[src/rtl/seven_seg_scan_ctrl.sv]
// ---------------------------------------------------------------------------
// seven_seg_scan_ctrl
//
// Time-multiplexed scan controller for an N-digit common-anode 7-segment
// display. One external hex-to-7-segment decoder is shared by all digits:
// the controller presents the current digit code on dec_a and registers the
// decoder's answer (dec_y) onto seg_n. Every digit slot starts with a blanking
// window (all anodes off) to suppress ghosting while the decoder settles.
// Display data is double-buffered: a load goes to a pending buffer and is
// committed to the displayed frame only at the end of a full scan frame.
//
// Ports
//   clk       system clock, rising edge
//   rst_n     asynchronous active-low reset
//   load      1-cycle pulse: capture value/dp_in into the pending buffer
//   value     hex digits, [3:0] = digit 0 (rightmost)
//   dp_in     decimal point per digit, 1 = lit
//   blank_lz  1 = blank leading-zero digits (digit 0 always shown), live
//   load_ack  1-cycle pulse when pending data is committed to the display
//   dec_a     digit code to the shared decoder (registered)
//   dec_y     active-low segments from the decoder (combinational return)
//   seg_n     active-low segments to the display (registered)
//   dp_n      active-low decimal point (registered)
//   an_n      active-low digit enables (registered)
// ---------------------------------------------------------------------------
module seven_seg_scan_ctrl #(
  parameter int NUM_DIGITS = 4,
  parameter int SCAN_DIV   = 50000,
  parameter int BLANK_CYC  = 500,
  parameter int CNT_W      = 16
) (
  input  logic                    clk,
  input  logic                    rst_n,
  input  logic                    load,
  input  logic [4*NUM_DIGITS-1:0] value,
  input  logic [NUM_DIGITS-1:0]   dp_in,
  input  logic                    blank_lz,
  output logic                    load_ack,
  output logic [3:0]              dec_a,
  input  logic [6:0]              dec_y,
  output logic [6:0]              seg_n,
  output logic                    dp_n,
  output logic [NUM_DIGITS-1:0]   an_n
);

  localparam int IDX_W = $clog2(NUM_DIGITS);

  typedef enum logic {
    BLANK = 1'b0,
    SHOW  = 1'b1
  } state_t;

  state_t                  state_reg, state_next;
  logic [CNT_W-1:0]        cnt_reg;
  logic [IDX_W-1:0]        idx_reg;

  logic [4*NUM_DIGITS-1:0] frame_val_reg, pend_val_reg;
  logic [NUM_DIGITS-1:0]   frame_dp_reg, pend_dp_reg;
  logic                    pend_valid_reg;
  logic                    load_ack_reg;

  logic [3:0]              dec_a_reg;
  logic [6:0]              seg_reg, seg_next;
  logic                    dp_reg, dp_next;
  logic [NUM_DIGITS-1:0]   an_reg, an_next;

  logic                    wrap;
  logic                    frame_end;
  logic [3:0]              digit [NUM_DIGITS];
  logic [NUM_DIGITS-1:0]   an_sel;
  logic [NUM_DIGITS-1:0]   lz_mask;
  logic                    seen_nonzero;

  assign wrap      = (cnt_reg == CNT_W'(SCAN_DIV - 1));
  assign frame_end = wrap && (idx_reg == IDX_W'(NUM_DIGITS - 1));

  // Per-digit view of the displayed frame and one-hot select of the digit
  // currently being scanned.
  genvar gi;
  generate
    for (gi = 0; gi < NUM_DIGITS; gi++) begin : g_digit
      assign digit[gi]  = frame_val_reg[4*gi +: 4];
      assign an_sel[gi] = (idx_reg == IDX_W'(gi));
    end
  endgenerate

  // Leading-zero mask: bit k set when digits k..N-1 are all zero. Walk from
  // the most significant digit down; digit 0 is never part of the mask.
  always_comb begin
    lz_mask      = '0;
    seen_nonzero = 1'b0;
    for (int k = NUM_DIGITS - 1; k > 0; k--) begin
      seen_nonzero = seen_nonzero | (digit[k] != 4'h0);
      lz_mask[k]   = !seen_nonzero;
    end
  end

  // Slot counter and digit index.
  always_ff @(posedge clk or negedge rst_n) begin
    if (!rst_n) begin
      cnt_reg <= '0;
      idx_reg <= '0;
    end else if (wrap) begin
      cnt_reg <= '0;
      idx_reg <= (idx_reg == IDX_W'(NUM_DIGITS - 1)) ? '0 : idx_reg + IDX_W'(1);
    end else begin
      cnt_reg <= cnt_reg + CNT_W'(1);
    end
  end

  // FSM state register.
  always_ff @(posedge clk or negedge rst_n) begin
    if (!rst_n) begin
      state_reg <= BLANK;
    end else begin
      state_reg <= state_next;
    end
  end

  // Next state and next display outputs. The state tracks the counter so
  // that SHOW holds exactly while cnt >= BLANK_CYC. The display is only
  // driven on cycles that stay in SHOW: the first SHOW cycle is when dec_y
  // becomes trustworthy for registering, and the wrap cycle must already
  // blank so the old digit never bleeds into the next slot.
  always_comb begin
    state_next = state_reg;
    an_next    = '1;
    seg_next   = 7'h7F;
    dp_next    = 1'b1;
    case (state_reg)
      BLANK: if (cnt_reg == CNT_W'(BLANK_CYC - 1)) state_next = SHOW;
      SHOW:  if (wrap) state_next = BLANK;
      default: state_next = BLANK;
    endcase
    if ((state_reg == SHOW) && (state_next == SHOW)) begin
      an_next  = ~an_sel;
      seg_next = (blank_lz && lz_mask[idx_reg]) ? 7'h7F : dec_y;
      dp_next  = ~frame_dp_reg[idx_reg];
    end
  end

  // Decoder address and display output registers. dec_a follows the current
  // digit every cycle, including BLANK, so the decoder has settled by SHOW.
  always_ff @(posedge clk or negedge rst_n) begin
    if (!rst_n) begin
      dec_a_reg <= 4'h0;
      seg_reg   <= 7'h7F;
      dp_reg    <= 1'b1;
      an_reg    <= '1;
    end else begin
      dec_a_reg <= digit[idx_reg];
      seg_reg   <= seg_next;
      dp_reg    <= dp_next;
      an_reg    <= an_next;
    end
  end

  // Double buffer. A load landing on the commit cycle bypasses the pending
  // buffer so the latest value is never lost behind an older pending one.
  always_ff @(posedge clk or negedge rst_n) begin
    if (!rst_n) begin
      frame_val_reg  <= '0;
      frame_dp_reg   <= '0;
      pend_val_reg   <= '0;
      pend_dp_reg    <= '0;
      pend_valid_reg <= 1'b0;
      load_ack_reg   <= 1'b0;
    end else begin
      load_ack_reg <= 1'b0;
      if (frame_end && load) begin
        frame_val_reg  <= value;
        frame_dp_reg   <= dp_in;
        pend_valid_reg <= 1'b0;
        load_ack_reg   <= 1'b1;
      end else if (frame_end && pend_valid_reg) begin
        frame_val_reg  <= pend_val_reg;
        frame_dp_reg   <= pend_dp_reg;
        pend_valid_reg <= 1'b0;
        load_ack_reg   <= 1'b1;
      end else if (load) begin
        pend_val_reg   <= value;
        pend_dp_reg    <= dp_in;
        pend_valid_reg <= 1'b1;
      end
    end
  end

  assign dec_a    = dec_a_reg;
  assign seg_n    = seg_reg;
  assign dp_n     = dp_reg;
  assign an_n     = an_reg;
  assign load_ack = load_ack_reg;

endmodule

[config.mk]
export PLATFORM = sky130hd
export DESIGN_NAME = seven_seg_scan_ctrl
export DESIGN_NICKNAME = d
export VERILOG_FILES = /design/src/rtl/seven_seg_scan_ctrl.sv
export SDC_FILE = /design/constraint.sdc
export NUM_CORES = 1
export LEC_CHECK = 0
export ABC_AREA = 0
export CAP_MARGIN = 20
export CORE_MARGIN = 2
export CORE_UTILIZATION = 45
export DETAILED_ROUTE_END_ITERATION = 12
export GPL_TIMING_DRIVEN = 0
export MAX_ROUTING_LAYER = met4
export PLACE_DENSITY = 0.68
export SYNTH_ARGS = -nofsm -noshare
export SYNTH_HDL_FRONTEND = slang
export SYNTH_SLANG_ARGS = --single-unit
[constraint.sdc]
create_clock -name clk -period 3.8 [get_ports clk]
set_input_delay 0.76 -clock clk [delete_from_list [all_inputs] [get_ports clk]]
set_output_delay 0.76 -clock clk [all_outputs]
set_load 0.02 [all_outputs]
==> results of run 1 <==
[power groups by stage]
stage,combinational (mW),clock (mW),sequential (mW)
floorplan,0.0293,0,0.864
global placement,0.0865,0,0.867
detailed placement,0.0912,0,0.868
CTS,0.0913,0.767,0.852
global route,0.0985,0.807,0.855
finish,0.0892,0.754,0.852
[critical path: stages (launching register included)]
cell and delay (ps):
dfrtp_1 410, ha_1 250, nand3_1 270, nor4_1 710, clkbuf_1 400, o21ai_0 150
[cell usage after synthesis]
cell	n
or3_1	1
nor4_1	5
xnor2_1	6
nand2_2	1
buf_6	2
nor2_1	16
nor2b_1	4
dfrtp_1	65
nand4bb_1	1
nand4_1	5
a21o_1	1
o21ai_0	5
mux2_1	20
a31o_2	1
or4_4	2
dfstp_2	12
nand4b_1	2
nor3_1	3
nand3_1	45
and3_1	2
inv_1	4
a32oi_1	20
clkbuf_1	15
mux4_2	5
ha_1	5
nand2_1	30
a21oi_1	1
nor4_2	1
xor2_1	6
nand3b_1	7
a22o_1	1
[cell type report]
| cell class | count | area [sq um] | area share |
|---|---|---|---|
| multi-input cells | 196 | 1380 | 0.322 |
| repair buffers | 48 | 495 | 0.116 |
| flip-flops and latches | 77 | 1940 | 0.454 |
| clock inverters | 7 | 124 | 0.0289 |
| well taps | 99 | 124 | 0.0289 |
| plain buffers | 17 | 78.8 | 0.0184 |
| clock buffers | 9 | 124 | 0.0289 |
| inverters | 4 | 15.0 | 0.00351 |
[stage by stage]
stage	hold WS [ps]	util	power [mW]	setup TNS, ps
after global routing	290	0.587	1.76	0
after CTS	282	0.587	1.71	0
after detailed placement	483	0.553	0.959	0
final	291	0.587	1.69	0
after floorplan	455	-	0.893	0
after global placement	474	0.550	0.953	-42800
[how the worst max path moves through the flow]
stage                startpoint                to  slack, ps  cells past startpoint
floorplan           cnt_reg[11]    pend_dp_reg[0]       1680                      5
global route         cnt_reg[0]          seg_n[4]       1170                      6
finish               cnt_reg[0]        idx_reg[1]       1480                      5
detailed placement         load  frame_val_reg[1]       1460                      5
CTS                  cnt_reg[0]        idx_reg[1]       1440                      5
global placement          rst_n        cnt_reg[3]       -660                      1
[logic make-up after synthesis]
kind of cell / count (synthesis) / share of synthesized area
flip-flops: 77 / 0.569
multiplexers: 25 / 0.0990
AND/OR/NAND/NOR: 125 / 0.188
XOR/XNOR: 12 / 0.0308
AO/OA/AOI/OAI: 29 / 0.0674
buffers and inverters: 21 / 0.0275
adder cells (fa/ha/maj): 5 / 0.0183
[layer usage]
layer	global-route usage	wire length, microns
met1	0.276	3510
met2	0.291	3450
met3	0.0432	373
met4	0.106	179
met5	-	0
==> summary.md, run 1 <==
| Metric | Value |
|---|---|
| Run status | `finished, final reports clean` |
| Core Region | `0.00729 sq mm` |
| Worst Path Required | `4020 ps` |
| Cts hold-fix bufs | `0` |
| Power Dens Cells | `396 mW/mm^2` |
| Mean post-synth cell area | `11.6 sq um` |
| Period utilisation layout | `0.610` |
| Class of the worst hold path | `input port to asynchronous set/reset pin` |
| DR WL/cell | `16.5 microns` |
| Seq/Total Area, Yosys | `0.569` |
| # port buffers | `47` |
| Die area | `0.00830 sq mm` |
| Area after DPL | `0.00403 sq mm` |
| Die Ht | `91.1 microns` |
| Io pins | `48` |
| Initial antenna violation count | `0` |
| Drc violations | `0` |
| Fmax | `431 MHz` |
| Setup Viol. Count Final | `0` |
| First-pass GRT wire length | `12.9 mm` |
| Resize count post-CTS | `0` |
| Fillers | `638` |
| Total number of vias | `2,583` |
| Slew Viols, Final | `0` |
| Synth Instances | `294` |
| Psw | `0.367 mW` |
| Die width | `91.1 microns` |
| H-Tree Depth | `3` |
| Reg2Reg Setup Slack | `1480 ps` |
| Cell accounting for the most synthesized area | `dfrtp_1` |
| Setup WS post-layout | `1480 ps` |
| Largest fanout on the critical path | `10` |
| Worst setup EP type | `flip-flop` |
| Final Skew | `5.47 ps` |
| Commonest non-fill, non-tap cell in the layout | `dfrtp_1` |
| Final Non-Filler Cells | `457` |
| Gate power share | `0.053` |
| Synthesis-to-finish area growth | `25.4%` |
| Crit path DAT | `2540 ps` |
| RSZ-0062 raised after global routing | `false` |
| Max-cap violations | `0` |
| Placer Congestion | `0.799` |
| Initial core utilization | `0.468` |
| Max_slew headroom | `0.494` |
| Sequential Power Share | `0.503` |
| Most frequent cells in the layout | `dfrtp_1, clkdlybuf4s50_1, nand3_1, nand2_1` |
| Core Rows | `31` |
| Clk_lat worst skew | `350 ps` |
| Reg-to-reg endpoint | `idx_reg[1]` |
| TritonCTS Sinks | `77` |
| CTS root buffer | `clkbuf_8` |
| Leakage | `1.69 nW` |
| Clk pwr share | `0.445` |
| Synth Register Bits | `77` |
| Num CTS Buffers | `9` |
| Pin count of the biggest net entering global routing | `59` |
| Post-CTS Setup Bufs | `0` |
| DRT Wirelength | `7.52 mm` |
| Gr usage total | `0.204` |
| Max clock buf depth | `2` |
| Iter 0 DRT Violations | `193` |
| Area of the mapped netlist | `0.00341 sq mm` |
| Pint | `1.33 mW` |
| Fin crit period | `2320 ps` |
| Syn_nets | `330` |
| Worst reg2reg path depth | `5` |
| Vias/cell | `5.65` |
| Max VDD drop | `0.231 mV` |
| Reg clk slew, reported paths | `80 ps` |
| Placement Setup Slack | `1460 ps` |
| Startpoint Class | `flip-flop` |
| Area fraction of the dominant cell type after synthesis | `0.477` |
| Placed insts | `441` |
| Ant. Diodes | `0` |
| Vias in the first global route | `2,607` |
| Synth Warn # | `0` |
| Critical setup path kind | `flip-flop to flip-flop` |
| FF-to-FF Start | `cnt_reg[0]` |
| TritonCTS clock tree | `done` |
| Slew @ Worst Pin | `751 ps` |
| Gr ovfl total | `0` |
| Share of layout cells above drive strength 1 | `0.117` |
| Count of final hold-check violations | `0` |
| Cell area after layout | `0.00428 sq mm` |
| Netlist cell types | `31` |
| DP HPWL | `5.16 mm` |
| Drt pass-1 iters | `4` |
| Sw frac | `0.217` |
| Post-layout net count | `389` |
| Remaining antenna violation count | `0` |
| Synth top area cells | `dfrtp_1, dfstp_2, mux2_1, nand3_1, a32oi_1` |
Note: power is estimated with default switching activity, not from simulation.
==> inputs of run 2 (changes only) <==
--- a/config.mk
+++ b/config.mk
@@ -12,7 +12,7 @@
 export DETAILED_ROUTE_END_ITERATION = 12
 export GPL_TIMING_DRIVEN = 0
 export MAX_ROUTING_LAYER = met4
-export PLACE_DENSITY = 0.68
+export PLACE_DENSITY = 0.7
 export SYNTH_ARGS = -nofsm -noshare
 export SYNTH_HDL_FRONTEND = slang
 export SYNTH_SLANG_ARGS = --single-unit
==> constraint.sdc (replaced) <==
create_clock -name clk -period 1.9 [get_ports clk]
set_input_delay 0.38 -clock clk [delete_from_list [all_inputs] [get_ports clk]]
set_output_delay 0.38 -clock clk [all_outputs]
set_load 0.02 [all_outputs]
==> summary.md, run 2 (synthesis results as in run 1) <==
| Metric | Value |
|---|---|
| Placement Setup Slack | `-461 ps (-1920 ps)` |
| Drt pass-1 iters | `5 (+1)` |
| CP top delay family | `simple AND/OR/NAND/NOR gates` |
| Gr usage total | `0.197 (-0.00721)` |
| Worst setup EP type | `flip-flop` |
| Synthesis-to-finish area growth | `33.8%` |
| RSZ-0062 raised after global routing | `true` |
| # port buffers | `47 (unchanged)` |
| Largest fanout on the critical path | `10 (unchanged)` |
| Pin count of the biggest net entering global routing | `41 (-31%)` |
| Fmax | `465 MHz (+7.8%)` |
| Reg clk slew, reported paths | `80 ps (about the same)` |
| Worst Path Required | `2130 ps (-1890 ps)` |
| Drc violations | `0 (unchanged)` |
| Count of final hold-check violations | `7 (+7)` |
| Wire length on met1 | `3.56 mm (+1.3%)` |
| Slowest CP cell | `or4_4` |
| Core Rows | `31 (unchanged)` |
| Top sig layer | `met4` |
| First-pass GRT wire length | `12.6 mm (-2.2%)` |
| Placer Congestion | `0.827 (+3.4%)` |
| Critical setup path kind | `flip-flop to flip-flop` |
| Die area | `0.00830 sq mm (unchanged)` |
| Clk_lat worst skew | `350 ps (about the same)` |
| Setup TNS | `-8080 ps (-8080 ps)` |
| CTS root buffer | `clkbuf_8` |
| Startpoint Class | `flip-flop` |
| Io pins | `48 (unchanged)` |
| Final Non-Filler Cells | `475 (+3.9%)` |
| Gr ovfl total | `0 (unchanged)` |
| Most frequent cell on the critical path | `or4_4` |
| Die width | `91.1 microns (unchanged)` |
| Placed insts | `441 (unchanged)` |
| Metal3 WL | `429 microns (+15%)` |
| Most frequent cells in the layout | `dfrtp_1, clkdlybuf4s50_1, nand3_1, nand2_1, a32oi_1` |
| Max clock buf depth | `2 (unchanged)` |
| CP max stage delay | `560 ps (-150 ps)` |
| Vias in the first global route | `2,515 (-3.5%)` |
| Remaining antenna violation count | `0 (unchanged)` |
| CP Cell Sequence | `or4_4 -> or4_4 -> nand2_4 -> buf_12 -> mux2_1` |
| Iter 0 DRT Violations | `235 (+22%)` |
| Power Dens Cells | `662 mW/mm^2 (+67%)` |
| Setup WS post-layout | `-250 ps (-1730 ps)` |
| Max_slew headroom | `0.642 (+0.148)` |
| Total Power | `3.02 mW (+78%)` |
| DP HPWL | `4.98 mm (-3.5%)` |
| TritonCTS Sinks | `77 (unchanged)` |
| Vias/cell | `5.57 (-1.4%)` |
| Buf+Inv Stages, Crit Path | `1 (unchanged)` |
| Period utilisation layout | `1.13 (+0.521)` |
| Worst Hold Slack | `-9.44 ps (-300 ps)` |
| Share of layout cells above drive strength 1 | `0.250 (+0.133)` |
| Cts hold-fix bufs | `0 (unchanged)` |
| Total number of vias | `2,646 (+2.4%)` |
| H-Tree Depth | `3 (unchanged)` |
| Class of the worst hold path | `input port to asynchronous set/reset pin` |
| Post-layout net count | `407 (+4.6%)` |
| Core Region | `0.00729 sq mm (unchanged)` |
| Run status | `finished with violations` |
| DR WL/cell | `16.4 microns (-0.45%)` |
| Commonest non-fill, non-tap cell in the layout | `dfrtp_1` |
| Fillers | `587 (-8.0%)` |
| Max-cap violations | `0 (unchanged)` |
| DRT Wirelength | `7.78 mm (+3.5%)` |
| Die Ht | `91.1 microns (unchanged)` |
| Final Skew | `10.2 ps (+4.70 ps)` |
| Initial antenna violation count | `0 (unchanged)` |
| Ant. Diodes | `0 (unchanged)` |
| Slew @ Worst Pin | `536 ps (-215 ps)` |
| Failing checks | `negative hold slack, negative setup slack` |
| Slew Viols, Final | `0 (unchanged)` |
| Max VDD drop | `0.287 mV (+24%)` |
| Initial core utilization | `0.468 (unchanged)` |
| Num CTS Buffers | `9 (unchanged)` |
| TritonCTS clock tree | `done` |
| DR WL met2 | `3.62 mm (+4.9%)` |
| Setup Viol. Count Final | `53 (+53)` |
| Leakage | `1.86 nW (+10%)` |
| Fin crit period | `2150 ps (-168 ps)` |
| Crit path DAT | `2380 ps (-160 ps)` |
run 2: changes by cell type in the layout (fill, tap and decap cells not counted), moves of 3 or more:
cell / delta
clkbuf_8: +4
buf_4: +14
buf_12: +3
buf_6: +4
nand2_1: -3
bufinv_16: -3
mux2_1: -16
clkbuf_1: -8
mux2_4: +16
run 2: per-layer routing:
| metal | vias up | global-route usage |
|---|---|---|
| met3 | 15 | 0.0398 |
| li1 | 1227 | - |
| met2 | 84 | 0.270 |
| met5 | - | - |
| met4 | 0 | 0.0896 |
| met1 | 1320 | 0.283 |
run 2: layout make-up:
class	count	area, sq um	area share
Buffer	16	163	0.0356
Clock buffer	9	124	0.0271
Clock inverter	7	51.3	0.0112
Inverter	4	15.0	0.00329
Multi-Input combinational cell	196	1500	0.328
Sequential cell	77	1940	0.426
Tap cell	99	124	0.0271
Timing Repair Buffer	67	649	0.142
run 2: worst paths after layout:
path | startpoint | cells after the start | slack, ps | to
worst max-delay path | cnt_reg[11] | 5 | -250 | pend_val_reg[14]
worst min-delay path | rst_n | 1 | -9 | cnt_reg[11]
worst max register to register | cnt_reg[11] | 5 | -250 | pend_val_reg[14]
worst min register to register | cnt_reg[0] | 1 | 500 | cnt_reg[0]
max in group asynchronous | rst_n | 2 | 1270 | seg_n[4]
min in group clk | cnt_reg[0] | 1 | 500 | cnt_reg[0]
run 2: power breakdown:
| group | internal (mW) | switching [mW] | total [mW] | leakage [nW] |
|---|---|---|---|---|
| sequential | 1.68 | 0.0254 | 1.71 | 0.842 |
| clock | 0.478 | 0.620 | 1.10 | 0.0856 |
| combinational | 0.128 | 0.0893 | 0.217 | 0.934 |
| total | 2.29 | 0.735 | 3.02 | 1.86 |
run 2: through the flow:
stage	hold WS (ps)	area (sq um)	utilization
after floorplan	84.4	3420	-
after global placement	474	4010	0.550
after detailed placement	384	4030	0.553
after CTS	4.25	4380	0.600
after global routing	16.6	4570	0.626
final	-9.44	4570	0.626
run 2: what timing repair did:
action / CTS / global route
pin swaps: 1 / 2
gates cloned: 0 / 1
resized for setup: 34 / 40
hold endpoints to repair: 0 / 0
endpoints found under the setup margin: 66 / 64
buffers inserted: 6 / 13
==> edit 1: new RTL, config.mk and constraints of run 2 <==
Put one more register stage on the output `seg_n`. The value now appears one clock later. The other outputs are not delayed to match. Comments in the files are not updated.
--- a/src/rtl/seven_seg_scan_ctrl.sv
+++ b/src/rtl/seven_seg_scan_ctrl.sv
@@ -186,7 +186,9 @@
   end
 
   assign dec_a    = dec_a_reg;
-  assign seg_n    = seg_reg;
+  always_ff @(posedge clk) begin
+    seg_n <= seg_reg;
+  end
   assign dp_n     = dp_reg;
   assign an_n     = an_reg;
   assign load_ack = load_ack_reg;
Check against the original RTL: same outputs for any inputs over 10 cycles, from zero or initial values and one cycle with rst_n low; that may be too few to reach the edited logic, so the function may still have changed.
==> edit 1 against run 2 <==
- sequential share of layout area grew 1.0 points
- via count rose by 4.4%
- power up 7.0%
- sequential cell count grew 7
- synthesized area rose by 4.1%
- first-iteration DRC count down 17%
- cell area increased by 4.7%
- die area rose by 3.9%
- routed wire length up 10%
- worst setup slack better by 0.0037 ns
- final cell count up 2.3%
- highest routed layer unchanged
- clock power is 5% higher
- the run ends with negative setup slack left
==> edit 1: results (changes against run 2) <==
- FFs w/ async S/R, synth: 91.67% (was 100.0%)
- Worst Setup SP: cnt_reg[4] (was cnt_reg[11])
- Post-synth cell types: 32 (was 31)
- DP HPWL: 5123 um (was 4976 um)
- Gr usage total: 19.56% (was 19.69%)
- Initial detailed-routing violation count: 196 (was 235)
- Nets@finish: 415 (was 407)
- Max IR drop VDD: 325.5 uV (was 287.2 uV)
- Psw: 0.7881 mW (was 0.7351 mW)
- Vias in the first global route: 2555 (was 2515)
- Post-Layout Cell Count: 486 (was 475)
- Largest net degree at the start of global routing: 57 (was 41)
- Setup TNS: -8.252 ns (was -8.075 ns)
- Clock skew: 0.005776 ns (was 0.01017 ns)
- Reg2Reg Capture Point: pend_val_reg[0] (was pend_val_reg[14])
- Status: finished with violations (unchanged)
- Final setup viols: 42 (was 53)
- Final worst slack: -0.2459 ns (was -0.2496 ns)
- Syn_nets: 337 (was 330)
- Routability cong.: 0.8458 (was 0.8265)
- Ratio of cells with drive above 1 in the final layout: 24.74% (was 25.00%)
- Drt first pass iters: 7 (was 5)
- Failing checks: negative setup slack (was negative hold slack, negative setup slack)
- Worst path max stage delay: 0.66 ns (was 0.56 ns)
- Synth Instances: 301 (was 294)
-- edit 1: changes by cell type after synthesis, sizes merged --
cell,before,now
dfxtp,0,7
-- edit 1: how the worst min path moves through the flow --
stage | from | to | slack (ns) | depth (start not counted)
global route | seg_reg[2] | seg_n[2] | 0.40 | 0
CTS | seg_reg[2] | seg_n[2] | 0.40 | 0
finish | seg_reg[2] | seg_n[2] | 0.40 | 0
detailed placement | rst_n | cnt_reg[11] | 0.30 | 1
global placement | seg_reg[3] | seg_n[3] | 0.39 | 0
floorplan | rst_n | cnt_reg[0] | 0.08 | 0
-- edit 1: worst register-to-register path, delay by kind of cell (launching register included) --
kind	cells	cell delay [ns]
muxes	1	0.31
and+or+nand+nor	3	1.13
buffers and inverters	1	0.17
DFF	1	0.43
-- edit 1: final cells by class --
| type | instances | share of cell area [%] |
|---|---|---|
| inverter | 4 | 0.3140 |
| timing repair buffer | 67 | 14.65 |
| clock inverter | 7 | 1.020 |
| multi-input combinational | 196 | 31.40 |
| sequential | 84 | 43.56 |
| buffer | 17 | 3.794 |
| tap | 102 | 2.669 |
| clock buffer | 9 | 2.590 |
-- edit 1: timing repair --
item                                    CTS  global route
gates resized for setup                  24            44
endpoints found under the setup margin   66            65
setup buffers                             6             8
hold buffers                              1             0
hold endpoints to repair                 21             0
cloned                                    1             3
pin swaps                                 0            17
-- edit 1: power by group through the flow --
stage,Combinational (mW),Clock [mW],Sequential (mW)
CTS,0.184,1.17,1.85
global route,0.245,1.26,1.86
finish,0.227,1.15,1.85
global placement,0.172,0,1.88
floorplan,0.0594,0,1.88
detailed placement,0.182,0,1.89
-- edit 1: cells by family after synthesis --
group / synth area share [%]
AO/OA/AOI/OAI: 6.479
XOR/XNOR: 2.958
adder cells (fa/ha/maj): 1.761
buffers and inverters: 2.641
flip-flops: 58.59
multiplexers: 9.507
AND/OR/NAND/NOR: 18.06
-- edit 1: metal layers --
layer  global-route usage [%]  vias to the layer above  routed length (um)
li1                         -                     1249                   -
met1                    28.00                     1403                3810
met2                    27.42                      101                4216
met3                    3.580                       10                 407
met4                    8.456                        0                 125
met5                        -                        -                   0
-- edit 1: metrics by stage --
step | cell area [um^2] | hold slack [ns]
after floorplan | 3558 | 0.08441
after global placement | 4156 | 0.3863
after detailed placement | 4182 | 0.2953
after CTS | 4519 | 0.3998
after global routing | 4782 | 0.4021
final | 4782 | 0.3988
==> edit 2: new RTL, settings of run 2 <==
Made on the original files. Set the parameter `BLANK_CYC` to 256 (it was 500).
--- a/src/rtl/seven_seg_scan_ctrl.sv
+++ b/src/rtl/seven_seg_scan_ctrl.sv
@@ -26,7 +26,7 @@
 module seven_seg_scan_ctrl #(
   parameter int NUM_DIGITS = 4,
   parameter int SCAN_DIV   = 50000,
-  parameter int BLANK_CYC  = 500,
+  parameter int BLANK_CYC  = 256,
   parameter int CNT_W      = 16
 ) (
   input  logic                    clk,
Behaviour: same outputs for any inputs over 10 cycles, from zero or initial values and one cycle with rst_n low; that may be too few to reach the edited logic, so the function may still have changed.
==> edit 2 against run 2 <==
- critical path type unchanged
- synthesized cell count grew 1.0%
- cell area grew 4.9%
- routed wire length grew 14%
- worst setup slack lost 0.030 ns
- via count grew 4.5%
- the run ends with negative setup slack left
- utilization grew 2.7 points
- sequential share of layout area shrank 2.0 points
- sequential cell count is the same
- synthesized area grew 0.92%
- clock skew grew 0.0013 ns
- critical endpoint is now pend_val_reg[11]
- combinational power grew 9.2%
- power grew 0.67%
- highest routed layer unchanged
- worst hold slack gained 0.51 ns
==> edit 2: results (changes against run 2) <==
- Drt first pass iters: 5 (unchanged)
- Ratio of cells with drive above 1 in the final layout: 27.56% (was 25.00%)
- CTS buffer count: 9 (unchanged)
- DP HPWL: 5077 um (was 4976 um)
- Commonest cells post-synth: dfrtp_1, nand3_1, nand2_1, a32oi_1, mux2_1 (unchanged)
- Worst Hold Class: flop to flop (was primary input to async pin)
- N_diodes: 0 (unchanged)
- Met3 WL: 508 um (was 429 um)
- Ys Warns: 0 (unchanged)
- Leakage: 1.901 nW (was 1.862 nW)
- FF-to-FF Start: cnt_reg[10] (was cnt_reg[11])
- Largest net degree at the start of global routing: 49 (was 41)
- Vias: 2766 (was 2646)
- DR top layer: met4 (unchanged)
- Slowest-stage cell, CP: or4_4 (unchanged)
- CP Max Fanout: 5 (was 10)
- Setup TNS: -7.248 ns (was -8.075 ns)
- Reg2Reg Capture Point: pend_val_reg[11] (was pend_val_reg[14])
- Max IR drop VDD: 392.8 uV (was 287.2 uV)
- Syn_nets: 333 (was 330)
- Pre-CTS setup slack: -0.3770 ns (was -0.4613 ns)
- Fill cells: 510 (was 587)
- Met1 WL: 3877 um (was 3555 um)
- Failing checks: negative setup slack (was negative hold slack, negative setup slack)
- Routability cong.: 0.8394 (was 0.8265)
- Gr usage total: 21.49% (was 19.69%)
- Initial antenna violation count: 0 (unchanged)
- Synth top area cells: dfrtp_1, dfstp_2, mux2_1 (unchanged)
- Total wire length: 8831 um (was 7779 um)
- M2 GR Usage: 31.19% (was 26.98%)
- Vias in the first global route: 2705 (was 2515)
- Met2 WL: 4253 um (was 3623 um)
- # port buffers: 47 (unchanged)
- Share of the yosys chip area belonging to registers: 56.37% (was 56.89%)
- Hold Crit Start: pend_dp_reg[3]
- Min-Delay Path Depth: 1
- Initial detailed-routing violation count: 212 (was 235)
- Slew HR: 60.31% (was 64.24%)
- FFs w/ async S/R, synth: 100.0% (unchanged)
- Final worst slack: -0.2796 ns (was -0.2496 ns)
- Clock transition at path regs: 0.08 ns (about the same)
- Root Driver: clkbuf_8 (unchanged)
- Clk Latency, worst-skew pair: 0.35 ns (about the same)
- Status: finished with violations (unchanged)
- Clock skew: 0.01142 ns (was 0.01017 ns)
- Final setup viols: 42 (was 53)
- Worst path max stage delay: 0.55 ns
- Post-synth cell types: 32 (was 31)
- Max Buffers Root-to-Sink: 2 (unchanged)
- H-tree lvl count: 3 (unchanged)
- First-pass GRT wire length: 13630 um (was 12650 um)
- Grt met3 use: 4.730% (was 3.983%)
- Hold endpoint: pend_dp_reg[3]
- Met1 Use GR: 29.93% (was 28.27%)
- Nets@finish: 412 (was 407)
- CP Data Arrival Time: 2.41 ns (was 2.38 ns)
- R2R depth: 5 (unchanged)
- Most common flop cell mapped by yosys: dfrtp_1 (unchanged)
==> edit 2: cell count changes after synthesis, sizes merged, moves of 2 or more <==
cell | run 2 | this run
nor2 | 16 | 13
and3 | 2 | 0
nor4 | 6 | 8
xor2 | 6 | 8
nand2 | 31 | 35
clkbuf | 15 | 17
inv | 4 | 2
==> edit 2: power by group <==
group          internal [mW]  switching, mW
Clock                  0.509          0.589
Combinational          0.142         0.0952
Sequential              1.68         0.0250
Total                   2.33          0.709
==> edit 2: critical path: cells and delay by family, from the launching register on <==
kind	cells	cell delay [ns]
buf+inv	1	0.16
flops	1	0.41
mux	1	0.32
simple gates	3	1.16
==> edit 2: kinds of logic (layout without fill, tap and decap cells) <==
| kind of cell | after synthesis | after routing | share of synthesized area (%) |
|---|---|---|---|
| and+or+nand+nor | 130 | 130 | 19.87 |
| DFF | 77 | 77 | 56.37 |
| xor gates and xnor gates | 13 | 13 | 3.306 |
| buffers and inverters | 21 | 105 | 2.724 |
| muxes | 25 | 25 | 9.808 |
| adders and majority gates | 5 | 5 | 1.816 |
| AOI/OAI and AO/OA | 26 | 26 | 6.102 |
==> edit 2: area by class of cell <==
| class | count | area [um^2] | share of cell area [%] |
|---|---|---|---|
| Buffer | 17 | 175.2 | 3.656 |
| Clock buffer | 14 | 152.6 | 3.186 |
| Clock inverter | 2 | 10.01 | 0.2089 |
| Inverter | 2 | 7.507 | 0.1567 |
| Multi-Input combinational cell | 199 | 1618 | 33.77 |
| Sequential cell | 77 | 1944 | 40.58 |
| Tap cell | 99 | 123.9 | 2.586 |
| Timing Repair Buffer | 70 | 759.5 | 15.85 |
==> edit 2: repair_timing <==
item / in CTS / in global routing
resized for setup: 46 / 48
buffers inserted: 13 / 4
hold endpoints to repair: 29 / 0
cloned: 3 / 2
hold buffers: 1 / 0
setup endpoints to repair: 65 / 65
pin swaps: 3 / 8
==> edit 2: worst max path at each step <==
| stage | start | to | slack (ns) |
|---|---|---|---|
| detailed placement | idx_reg[1] | pend_val_reg[4] | -0.38 |
| finish | cnt_reg[10] | pend_val_reg[11] | -0.28 |
| global placement | rst_n | pend_val_reg[5] | -2.22 |
| CTS | cnt_reg[12] | pend_dp_reg[1] | -0.24 |
| global route | cnt_reg[12] | pend_val_reg[11] | -0.34 |
| floorplan | cnt_reg[12] | pend_dp_reg[0] | -0.15 |
==> edit 2: metrics by stage <==
step           hold WS, ns  util [%]  cells  instance area, um^2  power [mW]
2_1_floorplan      0.08441         -    297                 3455       1.787
3_3_place_gp        0.4736     55.23    443                 4049       1.906
3_5_place_dp        0.3482     55.57    444                 4074       1.917
4_1_cts             0.4979     62.25    475                 4563       3.019
5_1_grt             0.5158     65.35    480                 4791       3.145
6_report            0.5003     65.35    480                 4791       3.042
